==> config.mk <==
export PLATFORM = sky130hd
export DESIGN_NAME = calc_controller_flat
export DESIGN_NICKNAME = d
export VERILOG_FILES = /design/src/rtl/calc_controller_pkg.sv /design/src/rtl/calc_controller_if.sv /design/src/rtl/seq_divider.sv /design/src/rtl/calc_controller.sv /design/src/flat_wrapper.sv
export SDC_FILE = /design/constraint.sdc
export NUM_CORES = 1
export LEC_CHECK = 0
export CAP_MARGIN = 20
export CORE_ASPECT_RATIO = 1.75
export CORE_MARGIN = 4
export CORE_UTILIZATION = 60
export CTS_CLUSTER_SIZE = 25
export DETAILED_ROUTE_END_ITERATION = 7
export PLACE_DENSITY_LB_ADDON = 0.15
export SETUP_SLACK_MARGIN = 0.3
export SKIP_LAST_GASP = 1
export SLEW_MARGIN = 25
export SYNTH_ARGS = -nofsm -noshare
export SYNTH_HDL_FRONTEND = slang
export SYNTH_HIERARCHICAL = 1
export SYNTH_SLANG_ARGS = --single-unit
==> constraint.sdc <==
create_clock -name clk -period 15.45 [get_ports clk]
set_clock_uncertainty 0.05 [all_clocks]
set_input_delay 4.635 -clock clk [delete_from_list [all_inputs] [get_ports clk]]
set_output_delay 4.635 -clock clk [all_outputs]
set_load 0.02 [all_outputs]
==> src/rtl/calc_controller_pkg.sv <==
// Shared definitions for the calculator controller slice.
//   - key_t / KEY_*   : debounced keypad codes (0-9 are digits)
//   - state_t         : controller FSM state encoding
//   - op_t            : latched operator encoding (visible on op_pending)
//   - DIV_W           : width of the iterative divider (one quotient bit per cycle)
//   - small key classification helpers
package calc_controller_pkg;

    typedef logic [5:0] key_t;

    localparam key_t KEY_ADD  = 6'd10;
    localparam key_t KEY_SUB  = 6'd11;
    localparam key_t KEY_EQ   = 6'd12;
    localparam key_t KEY_MUL  = 6'd13;
    localparam key_t KEY_CLR  = 6'd14;
    localparam key_t KEY_DIV  = 6'd15;
    localparam key_t KEY_NONE = 6'd16;

    localparam int DIV_W = 16;

    typedef enum logic [2:0] {
        ST_ENTER_A = 3'd0,
        ST_ENTER_B = 3'd1,
        ST_DIVIDE  = 3'd2,
        ST_SHOW    = 3'd3,
        ST_ERROR   = 3'd4
    } state_t;

    typedef enum logic [1:0] {
        OP_ADD = 2'd0,
        OP_SUB = 2'd1,
        OP_MUL = 2'd2,
        OP_DIV = 2'd3
    } op_t;

    function automatic logic is_digit(input key_t code);
        return code <= 6'd9;
    endfunction

    function automatic logic is_operator(input key_t code);
        return (code == KEY_ADD) || (code == KEY_SUB) ||
               (code == KEY_MUL) || (code == KEY_DIV);
    endfunction

    function automatic op_t key_to_op(input key_t code);
        case (code)
            KEY_SUB: return OP_SUB;
            KEY_MUL: return OP_MUL;
            KEY_DIV: return OP_DIV;
            default: return OP_ADD;
        endcase
    endfunction

endpackage

==> src/rtl/calc_controller_if.sv <==
// Keypad / display bundle of the calculator controller.
//   key_code   : debounced key code into the controller
//   disp_val   : registered unsigned value to display
//   op_pending : latched operator (op_t encoding)
//   busy       : iterative divide in progress
//   err        : controller is in its error state
//   key_evt    : one-cycle pulse per key event
// master = keypad/display side, slave = controller.
interface calc_controller_if
    import calc_controller_pkg::*;
#(
    parameter int RW = 27
);
    key_t          key_code;
    logic [RW-1:0] disp_val;
    logic [1:0]    op_pending;
    logic          busy;
    logic          err;
    logic          key_evt;

    modport master (
        output key_code,
        input  disp_val, op_pending, busy, err, key_evt
    );

    modport slave (
        input  key_code,
        output disp_val, op_pending, busy, err, key_evt
    );
endinterface

==> src/rtl/seq_divider.sv <==
// Restoring unsigned divider, one quotient bit per cycle.
//   clk, rst_n : clock, asynchronous active-low reset
//   start      : one-cycle pulse; dividend/divisor sampled on this cycle
//   dividend   : W-bit numerator
//   divisor    : W-bit denominator (caller guarantees non-zero)
//   done       : one-cycle pulse, quotient valid from this cycle on
//   quotient   : floor(dividend / divisor)
// The first quotient bit is produced on the start edge itself, so done
// rises exactly W cycles after start.
module seq_divider
    import calc_controller_pkg::*;
#(
    parameter int W = DIV_W
) (
    input  logic         clk,
    input  logic         rst_n,
    input  logic         start,
    input  logic [W-1:0] dividend,
    input  logic [W-1:0] divisor,
    output logic         done,
    output logic [W-1:0] quotient
);
    localparam int CW = $clog2(W + 1);

    logic [W:0]    rem;
    logic [W-1:0]  quo;
    logic [W-1:0]  dvs;
    logic [CW-1:0] cnt;

    // One restoring step: shift the next dividend bit into the partial
    // remainder, subtract when it fits. Returns {remainder, quotient}.
    // Because the remainder is always below the divisor, bit W of the
    // difference is a reliable "did not fit" flag.
    function automatic logic [2*W:0] div_step(input logic [W:0]   r,
                                              input logic [W-1:0] q,
                                              input logic [W-1:0] d);
        logic [W:0] sh;
        logic [W:0] diff;
        sh   = {r[W-1:0], q[W-1]};
        diff = sh - {1'b0, d};
        if (diff[W])
            return {sh, q[W-2:0], 1'b0};
        else
            return {diff, q[W-2:0], 1'b1};
    endfunction

    always_ff @(posedge clk or negedge rst_n) begin
        if (!rst_n) begin
            rem  <= '0;
            quo  <= '0;
            dvs  <= '0;
            cnt  <= '0;
            done <= 1'b0;
        end else begin
            done <= 1'b0;
            if (start) begin
                {rem, quo} <= div_step({(W+1){1'b0}}, dividend, divisor);
                dvs        <= divisor;
                cnt        <= CW'(W - 1);
            end else if (cnt != '0) begin
                {rem, quo} <= div_step(rem, quo, dvs);
                cnt        <= cnt - CW'(1);
                if (cnt == CW'(1))
                    done <= 1'b1;
            end
        end
    end

    assign quotient = quo;

endmodule

==> src/rtl/calc_controller.sv <==
// Four-function keypad calculator controller.
//   clk, rst_n : 12 MHz clock, asynchronous active-low reset
//   bus        : calc_controller_if slave (key_code in; disp_val,
//                op_pending, busy, err, key_evt out)
// Stage p0 turns the raw key code into a single event pulse (press after
// a released/no-key cycle). The FSM consumes that event in the following
// cycle, so every output is registered one cycle behind key_evt.
module calc_controller
    import calc_controller_pkg::*;
#(
    parameter int DIGITS = 4,
    parameter int RW     = 27
) (
    input  logic              clk,
    input  logic              rst_n,
    calc_controller_if.slave  bus
);
    // Operand width: just enough for DIGITS decimal digits.
    localparam int            OW      = $clog2(10**DIGITS);
    localparam logic [RW-1:0] POW10   = RW'(10**DIGITS);
    // An operand below this still has room for one more digit; this also
    // makes leading zeros free since a zero operand never reaches it.
    localparam logic [OW-1:0] DIG_LIM = OW'(10**(DIGITS-1));

    key_t          prev_code;
    logic          key_evt_p0;

    state_t        state;
    op_t           op;
    logic [OW-1:0] a;
    logic [OW-1:0] b;
    logic [RW-1:0] result;
    logic [RW-1:0] disp;
    logic          busy_r;
    logic          err_r;

    logic              div_start;
    logic              div_done;
    logic [DIV_W-1:0]  div_q;

    function automatic logic [OW-1:0] acc_digit(input logic [OW-1:0] opnd,
                                                input logic [3:0]    dig);
        return OW'({4'd0, opnd} * (OW+4)'(10) + (OW+4)'(dig));
    endfunction

    // ---- stage p0: key event detect ----
    always_ff @(posedge clk or negedge rst_n) begin
        if (!rst_n) begin
            prev_code  <= KEY_NONE;
            key_evt_p0 <= 1'b0;
        end else begin
            prev_code  <= bus.key_code;
            key_evt_p0 <= (bus.key_code != KEY_NONE) && (prev_code == KEY_NONE);
        end
    end

    // While key_evt_p0 is high, prev_code holds the code that caused it.
    // The start pulse is decoded from the same condition the FSM uses to
    // enter DIVIDE, so the divider's 16 cycles line up with busy.
    assign div_start = key_evt_p0 && (state == ST_ENTER_B) &&
                       (prev_code == KEY_EQ) && (op == OP_DIV) && (b != '0);

    seq_divider #(.W(DIV_W)) u_div (
        .clk      (clk),
        .rst_n    (rst_n),
        .start    (div_start),
        .dividend (DIV_W'(a)),
        .divisor  (DIV_W'(b)),
        .done     (div_done),
        .quotient (div_q)
    );

    // ---- stage p1: controller FSM and registered outputs ----
    always_ff @(posedge clk or negedge rst_n) begin
        if (!rst_n) begin
            state  <= ST_ENTER_A;
            op     <= OP_ADD;
            a      <= '0;
            b      <= '0;
            result <= '0;
            disp   <= '0;
            busy_r <= 1'b0;
            err_r  <= 1'b0;
        end else if (state == ST_DIVIDE) begin
            // Keys, including clear, are not looked at until the divide ends.
            if (div_done) begin
                result <= RW'(div_q);
                disp   <= RW'(div_q);
                busy_r <= 1'b0;
                state  <= ST_SHOW;
            end
        end else if (key_evt_p0) begin
            if (prev_code == KEY_CLR) begin
                a      <= '0;
                b      <= '0;
                result <= '0;
                op     <= OP_ADD;
                disp   <= '0;
                err_r  <= 1'b0;
                state  <= ST_ENTER_A;
            end else begin
                case (state)
                    ST_ENTER_A: begin
                        if (is_digit(prev_code)) begin
                            if (a < DIG_LIM) begin
                                a    <= acc_digit(a, prev_code[3:0]);
                                disp <= RW'(acc_digit(a, prev_code[3:0]));
                            end
                        end else if (is_operator(prev_code)) begin
                            op    <= key_to_op(prev_code);
                            b     <= '0;
                            disp  <= '0;
                            state <= ST_ENTER_B;
                        end else if (prev_code == KEY_EQ) begin
                            result <= RW'(a);
                            disp   <= RW'(a);
                            state  <= ST_SHOW;
                        end
                    end
                    ST_ENTER_B: begin
                        if (is_digit(prev_code)) begin
                            if (b < DIG_LIM) begin
                                b    <= acc_digit(b, prev_code[3:0]);
                                disp <= RW'(acc_digit(b, prev_code[3:0]));
                            end
                        end else if (is_operator(prev_code)) begin
                            op <= key_to_op(prev_code);
                        end else if (prev_code == KEY_EQ) begin
                            case (op)
                                OP_ADD: begin
                                    result <= RW'(a) + RW'(b);
                                    disp   <= RW'(a) + RW'(b);
                                    state  <= ST_SHOW;
                                end
                                OP_SUB: begin
                                    if (a < b) begin
                                        disp  <= '0;
                                        err_r <= 1'b1;
                                        state <= ST_ERROR;
                                    end else begin
                                        result <= RW'(a) - RW'(b);
                                        disp   <= RW'(a) - RW'(b);
                                        state  <= ST_SHOW;
                                    end
                                end
                                OP_MUL: begin
                                    result <= RW'(a) * RW'(b);
                                    disp   <= RW'(a) * RW'(b);
                                    state  <= ST_SHOW;
                                end
                                default: begin
                                    if (b == '0) begin
                                        disp  <= '0;
                                        err_r <= 1'b1;
                                        state <= ST_ERROR;
                                    end else begin
                                        // disp keeps showing B while dividing
                                        busy_r <= 1'b1;
                                        state  <= ST_DIVIDE;
                                    end
                                end
                            endcase
                        end
                    end
                    ST_SHOW: begin
                        if (is_digit(prev_code)) begin
                            a     <= OW'(prev_code[3:0]);
                            disp  <= RW'(prev_code[3:0]);
                            state <= ST_ENTER_A;
                        end else if (is_operator(prev_code)) begin
                            if (result < POW10) begin
                                a     <= OW'(result);
                                b     <= '0;
                                op    <= key_to_op(prev_code);
                                disp  <= '0;
                                state <= ST_ENTER_B;
                            end else begin
                                disp  <= '0;
                                err_r <= 1'b1;
                                state <= ST_ERROR;
                            end
                        end
                    end
                    default: ;
                endcase
            end
        end
    end

    assign bus.disp_val   = disp;
    assign bus.op_pending = op;
    assign bus.busy       = busy_r;
    assign bus.err        = err_r;
    assign bus.key_evt    = key_evt_p0;

endmodule

==> src/flat_wrapper.sv <==
// flat-port wrapper written by rule: the top's interface ports become plain ports
module calc_controller_flat import calc_controller_pkg::*;
#(
    parameter int DIGITS = 4,
    parameter int RW     = 27
)
  (clk, rst_n, bus_key_code, bus_disp_val, bus_op_pending, bus_busy, bus_err, bus_key_evt);
  calc_controller_if #(.RW(RW)) bus_i ();
  input  logic clk;
  input  logic rst_n;
  input wire logic [$bits(bus_i.key_code)-1:0] bus_key_code;
  output wire logic [$bits(bus_i.disp_val)-1:0] bus_disp_val;
  output wire logic [$bits(bus_i.op_pending)-1:0] bus_op_pending;
  output wire logic [$bits(bus_i.busy)-1:0] bus_busy;
  output wire logic [$bits(bus_i.err)-1:0] bus_err;
  output wire logic [$bits(bus_i.key_evt)-1:0] bus_key_evt;
  assign bus_i.key_code = bus_key_code;
  assign bus_disp_val = bus_i.disp_val;
  assign bus_op_pending = bus_i.op_pending;
  assign bus_busy = bus_i.busy;
  assign bus_err = bus_i.err;
  assign bus_key_evt = bus_i.key_evt;
  calc_controller #(.DIGITS(DIGITS), .RW(RW)) u_core (.clk(clk), .rst_n(rst_n), .bus(bus_i));
endmodule
# Yosys cells after proc, flatten, opt, wreduce, memory -nomap -nowiden
# Index checks and enable logic that the tools add are counted.
dict set report word_totals {
  ff_bits 148
  in_bits 8
  out_inout_bits 32
  wordCells 224
}
dict set report op_classes {
  addsub 7
  mul 3
  n_lt_le_gt_ge 5
  n_eq_ne 57
  n_mux 102
  n_bitwise 1
  reduce_logical 34
}
# cell count
set op_table {}
lappend op_table {{$mux 27} 25}
lappend op_table {{$pmux 27 s3} 3}
lappend op_table {{$mux 14} 14}
lappend op_table {{$mux 16} 4}
lappend op_table {{$mux 32} 2}
lappend op_table {{$pmux 27 s2} 1}
lappend op_table {{$mux 3} 15}
lappend op_table {{$pmux 14 s3} 1}
lappend op_table {{$eq 6x4->1 const B} 6}
lappend op_table {{$add 14x4->14} 2}
lappend op_table {{$lt 14x10->1 const B} 2}
lappend op_table {{$mul 14x3->13 const B} 2}
lappend op_table {{$pmux 14 s2} 1}
lappend op_table {{$lt 27x14->1 const B} 1}
lappend op_table {{$mul 14x14->27} 1}
lappend op_table {{$mux 1} 22}
lappend op_table {{$ne 4x4->1 const B} 5}
lappend op_table {{$ne 5x5->1 const B} 4}
lappend op_table {{$reduce_and 10->1} 2}
lappend op_table {{$ne 3x1->1 const B} 6}
lappend op_table {{$ne 3x3->1 const B} 6}
lappend op_table {{$reduce_and 9->1} 2}
lappend op_table {{$sub 17x14->17} 1}
lappend op_table {{$add 14x14->15} 1}
lappend op_table {{46 further kinds} 80}

# Logic depth before layout (Yosys ltp)
dict set report logic_depth {
  ltp_word 10
  depth_mapped 25
  ltp_nobuf 24
}

# By module
# The synthesis kept the hierarchy.
# mod instances cells_per_inst area_each_um2 seq_area_each_um2
set modules_own_cells {}
lappend modules_own_cells {calc_controller 1 1848 15127.0 2403.6}
lappend modules_own_cells {seq_divider 1 393 3482.1 1351.3}

# Worst setup path after synthesis
# OpenSTA, ideal clock, no wires.
dict set report synth_timing {
  kind {register to register}
  from {register u_core.a[1]}
  to {register u_core.result[26]}
  setup_time_ns 0.120
  arrival_time_ns 6.297
  required_ns 15.280
  setup_slack_ns 8.983
  stages_incl_launch_ff 23
  n_path_buf 2
  synth_period_minus_slack_ns 6.467
  cell_sequence {dfrtp_1 -> clkbuf_1 -> nand2_1 -> fa_1 -> fa_1 -> inv_1 -> fa_1 -> fa_1 -> fa_1 -> inv_1 -> fa_1 -> inv_1 -> ha_1 -> clkbuf_1 -> a21oi_1 -> o21ai_1 -> a21o_1 -> o311ai_2 -> o31ai_1 -> a311o_1 -> a21oi_1 -> xnor2_1 -> a31o_2}
}
dict set report synth_between {
  elab_chain_len 10
  elab_cells_between_ends 14
  classes_between {add/sub (1); mul (1); order compare (1); eq/ne (1); mux (9); reduce/logical (1)}
}
# element line_no
set synth_rtl {}
lappend synth_rtl {{from (decl)} calc_controller.sv:30} ;# logic [OW-1:0] a;
lappend synth_rtl {{from (signal assigned)} calc_controller.sv:106} ;# a <= acc_digit(a, prev_code[3:0]);
lappend synth_rtl {{from (signal assigned)} calc_controller.sv:167} ;# a <= OW'(prev_code[3:0]);
lappend synth_rtl {{from (signal assigned)} calc_controller.sv:172} ;# a <= OW'(result);
lappend synth_rtl {{branches (longest 10 deep; another with $mul 14x14->27)} --}
lappend synth_rtl {{to (signal assigned)} calc_controller.sv:87} ;# result <= RW'(div_q);
lappend synth_rtl {{to (signal assigned)} calc_controller.sv:115} ;# result <= RW'(a);
lappend synth_rtl {{to (signal assigned)} calc_controller.sv:131} ;# result <= RW'(a) + RW'(b);
lappend synth_rtl {{to (decl)} calc_controller.sv:32} ;# logic [RW-1:0] result;
# Several ways; the timed one is not identified. The select of a mux whose other input is x is not followed.
# A chain may end at the register's enable or synchronous reset.

# Worst setup path after layout
dict set report layout_timing {
  from {register u_core.a[6]}
  to {register u_core.disp[25], in the netlist u_core/bus.disp_val[25]}
}
dict set report layout_between {
  elab_chain_len 10
  elab_cells_between_ends 15
  classes_between {add/sub (1); mul (1); order compare (2); eq/ne (1); mux (9); reduce/logical (1)}
}
# element line_no
set layout_rtl {}
lappend layout_rtl {{branches (longest 10 deep; another with $mul 14x14->27)} --}
lappend layout_rtl {{to (signal assigned)} calc_controller.sv:88} ;# disp <= RW'(div_q);
lappend layout_rtl {{to (signal assigned)} calc_controller.sv:107} ;# disp <= RW'(acc_digit(a, prev_code[3:0]));
lappend layout_rtl {{to (signal assigned)} calc_controller.sv:116} ;# disp <= RW'(a);
lappend layout_rtl {{to (decl)} calc_controller.sv:33} ;# logic [RW-1:0] disp;
# Several ways; the timed one is not identified. The select of a mux whose other input is x is not followed.

==> flow_summary.toml <==
[status]
status = "complete, but fails checks"
violations = "DRC"

[finish]
layout_commonest_cell = "nand2_1"
diodes = 0
stdcell_count = 2625
nFillCells = 2740
multi_input_area_sq_um = 13500
stdcell_area_sq_um = 19900
register_area_sq_um = 3750
drive_above_1_share_pct = 4.74
final_cell_mix = "290 x nand2_1, 245 x inv_1, 186 x ha_1, 149 x dfrtp_1, 147 x fa_1"
nets = 2562
areaGrowthSynthToFinish_pct = 6.69

[setup_path]
path_cells = "ha_1, inv_1, fa_1, fa_1, fa_1, inv_1, fa_1, fa_1, inv_1, fa_1, inv_1, ha_1, nand3_1, a211oi_1, a21oi_1, a21o_1, a2111oi_0, o22a_1, xor2_1, nand2_1, o211ai_1"
critPathSlowestCell = "dfrtp_1"
required_ps = 15750
critical_path_arrival_ps = 7500
cp_max_fo = 22
crit_top_cell = "fa_1"
worstSetupPathType = "flip-flop to flip-flop"
endpoint_kind = "flip-flop"
cp-start-kind = "flip-flop"
slowest_delay_ps = 970

[floorplan]
ios = 40
start_util_pct = 60.5
dieArea_sq_um = 34000
die_h_um = 241
die_w_um = 141
core_sq_um = 30700
row_count = 85

[global_routing]
grt_pass1_vias = 17800
grt_max_degree = 84
grt-ovfl-total = 0
antenna_found_initial = 0
grtUsageTotal_pct = 39.7
grt_pass1_wl_mm = 102

[synthesis]
synth_edf_count = 0
yosysTopAreaCell = "dfrtp_1"
synth.cell_area_sq_um = 18600
synth-seq-area-share_pct = 20.2
synth_area_leaders = "dfrtp_1 20%, fa_1 16%, ha_1 13%"
ys_dominant_reg_cell = "dfrtp_1"
ys_ff_latch = 150
async_reset_ff_share_pct = 100
synth_top_area_share_pct = 20.0
synth.distinct_cells = 92
synth.avg_cell_area_sq_um = 8.30
yosysWarnings = 6
syn-instance-count = 2241

[place]
place.gp.congestion = 1.05
portBuffers = 39
dpl.hpwl_mm = 49.6
placed_cell_area_sq_um = 19300
pre_cts_ws_ps = 8250
dp.cells = 2593

[timing]
finalSetupViolations = 0
fin_crit_sh_pct = 46.6
worst_slew_pin_slew_ps = 1030
grt_setup_unrepaired = "no"
setup_ws_ps = 8250
max_freq_mhz = 139
tns_ps = 0
drv_slew = 0
min_period_ps = 7200
max-slew-margin-rel_pct = 31.3
hold_violations = 0

[worst_hold_path]
hp-class = "flip-flop to flip-flop"

[power]
power.leakage_nw = 9.41
p_per_area_nw_per_um2 = 59.4
power.ir.vdd_worst_mv = 0.101

[clock_tree]
cts_tree = "built"
clkTransAtPathRegs_ps = 70
numCtsBuffers = 17
ctsRootBufferMaster = "clkbuf_16"
clock_path_buffers = 2
cts_resized = 0
cts.sinks = 150
hold_buffers = 0
post_cts_buffers = 0
h-tree-depth = 4
clk_latency_ps = 450

[routing]
viasPerCell = 6.57
totalWireLength_mm = 66.3
dr_total_vias = 17200
dr.pass1.iters = 8
drc_errors = 28
final_antenna_net_count = 0
drt-initial-drc-count = 1542
routedWlPerCell_um = 25.3

[job]
cap_violations = 0
## worst max-delay path, delay by kind of cell, from the launching register on
family                   cells  cell delay (ps)
AO/OA/AOI/OAI                6             1450
XOR/XNOR                     1              210
adder cells (fa/ha/maj)      8             3920
buffers and inverters        4              260
flip-flops                   1              970
AND/OR/NAND/NOR              2              240
## final cells by class
class                   count  area share (%)
multi-input cells        1732            67.9
flip-flops and latches    150            18.9
inverters                 248            4.69
repair buffers             72            3.22
well taps                 391            2.46
clock buffers              17            2.14
clock inverters            15           0.681
## sequential cells by signal, indices dropped and copies added, names as in the netlist
signal	cells
u_core/bus.disp_val	27
u_core/result	27
u_core/u_div/dvs	16
u_core/u_div/quotient	16
u_core/u_div/rem	16
u_core/a	14
u_core/b	14
u_core/prev_code	6
u_core/u_div/cnt	5
u_core/state	3
u_core/bus.op_pending	2
u_core/bus.busy	1
u_core/bus.err	1
u_core/bus.key_evt	1
u_core/u_div/done	1
## synth_stat cells (all sizes together) (35+ instances only)
cell type,instances
nor2,139
and2,91
fa,147
o21ai,141
ha,186
dfrtp,149
inv,245
nand3,35
xnor2,61
xor2,35
clkbuf,95
o31ai,40
nand2,290
a21oi,129
## where the power goes
group / total (W) / leakage, nW / switching, W / internal [W]
combinational: 0.000337 / 7.13 / 0.000225 / 0.000112
sequential: 0.000429 / 2.01 / 0.0000213 / 0.000408
clock: 0.000412 / 0.272 / 0.000199 / 0.000212
## cell families after synthesis
logic type | count (synthesis) | synth area share [%]
buffers and inverters | 365 | 7.58
AND/OR/NAND/NOR | 729 | 18.8
XOR/XNOR | 96 | 4.60
adder cells (fa/ha/maj) | 333 | 28.3
flip-flops | 150 | 20.2
AO/OA/AOI/OAI | 535 | 18.7
other | 1 | 0.0202
multiplexers | 32 | 1.76
## layer usage
| metal | vias up | global-route usage [%] | routed length [um] |
|---|---|---|---|
| met5 | - | 0 | 0 |
| met4 | 0 | 34.1 | 7070 |
| met3 | 339 | 5.93 | 4400 |
| met2 | 911 | 67.1 | 32600 |
| met1 | 8392 | 43.3 | 22300 |
| li1 | 7601 | - | - |
## worst paths after layout
path	from	cells past startpoint	end	slack [ps]
min in group asynchronous	rst_n	1	u_core/bus.disp_val[2]	4190
worst min register to register	u_core/u_div/done	1	u_core/bus.busy	440
max in group asynchronous	rst_n	2	u_core/u_div/dvs[7]	9740
worst max register to register	u_core/a[6]	21	u_core/bus.disp_val[25]	8250
worst max-delay path	u_core/a[6]	21	u_core/bus.disp_val[25]	8250
worst min-delay path	u_core/u_div/done	1	u_core/bus.busy	440
## metrics by stage
stage / util, % / hold WS [ps] / power (W)
floorplan: - / 368 / 0.000635
global placement: 62.8 / 414 / 0.000757
detailed placement: 62.8 / 423 / 0.000760
CTS: 64.6 / 439 / 0.00117
global route: 64.6 / 460 / 0.00122
finish: 64.6 / 436 / 0.00118
Power figures use the tool's default switching activity.
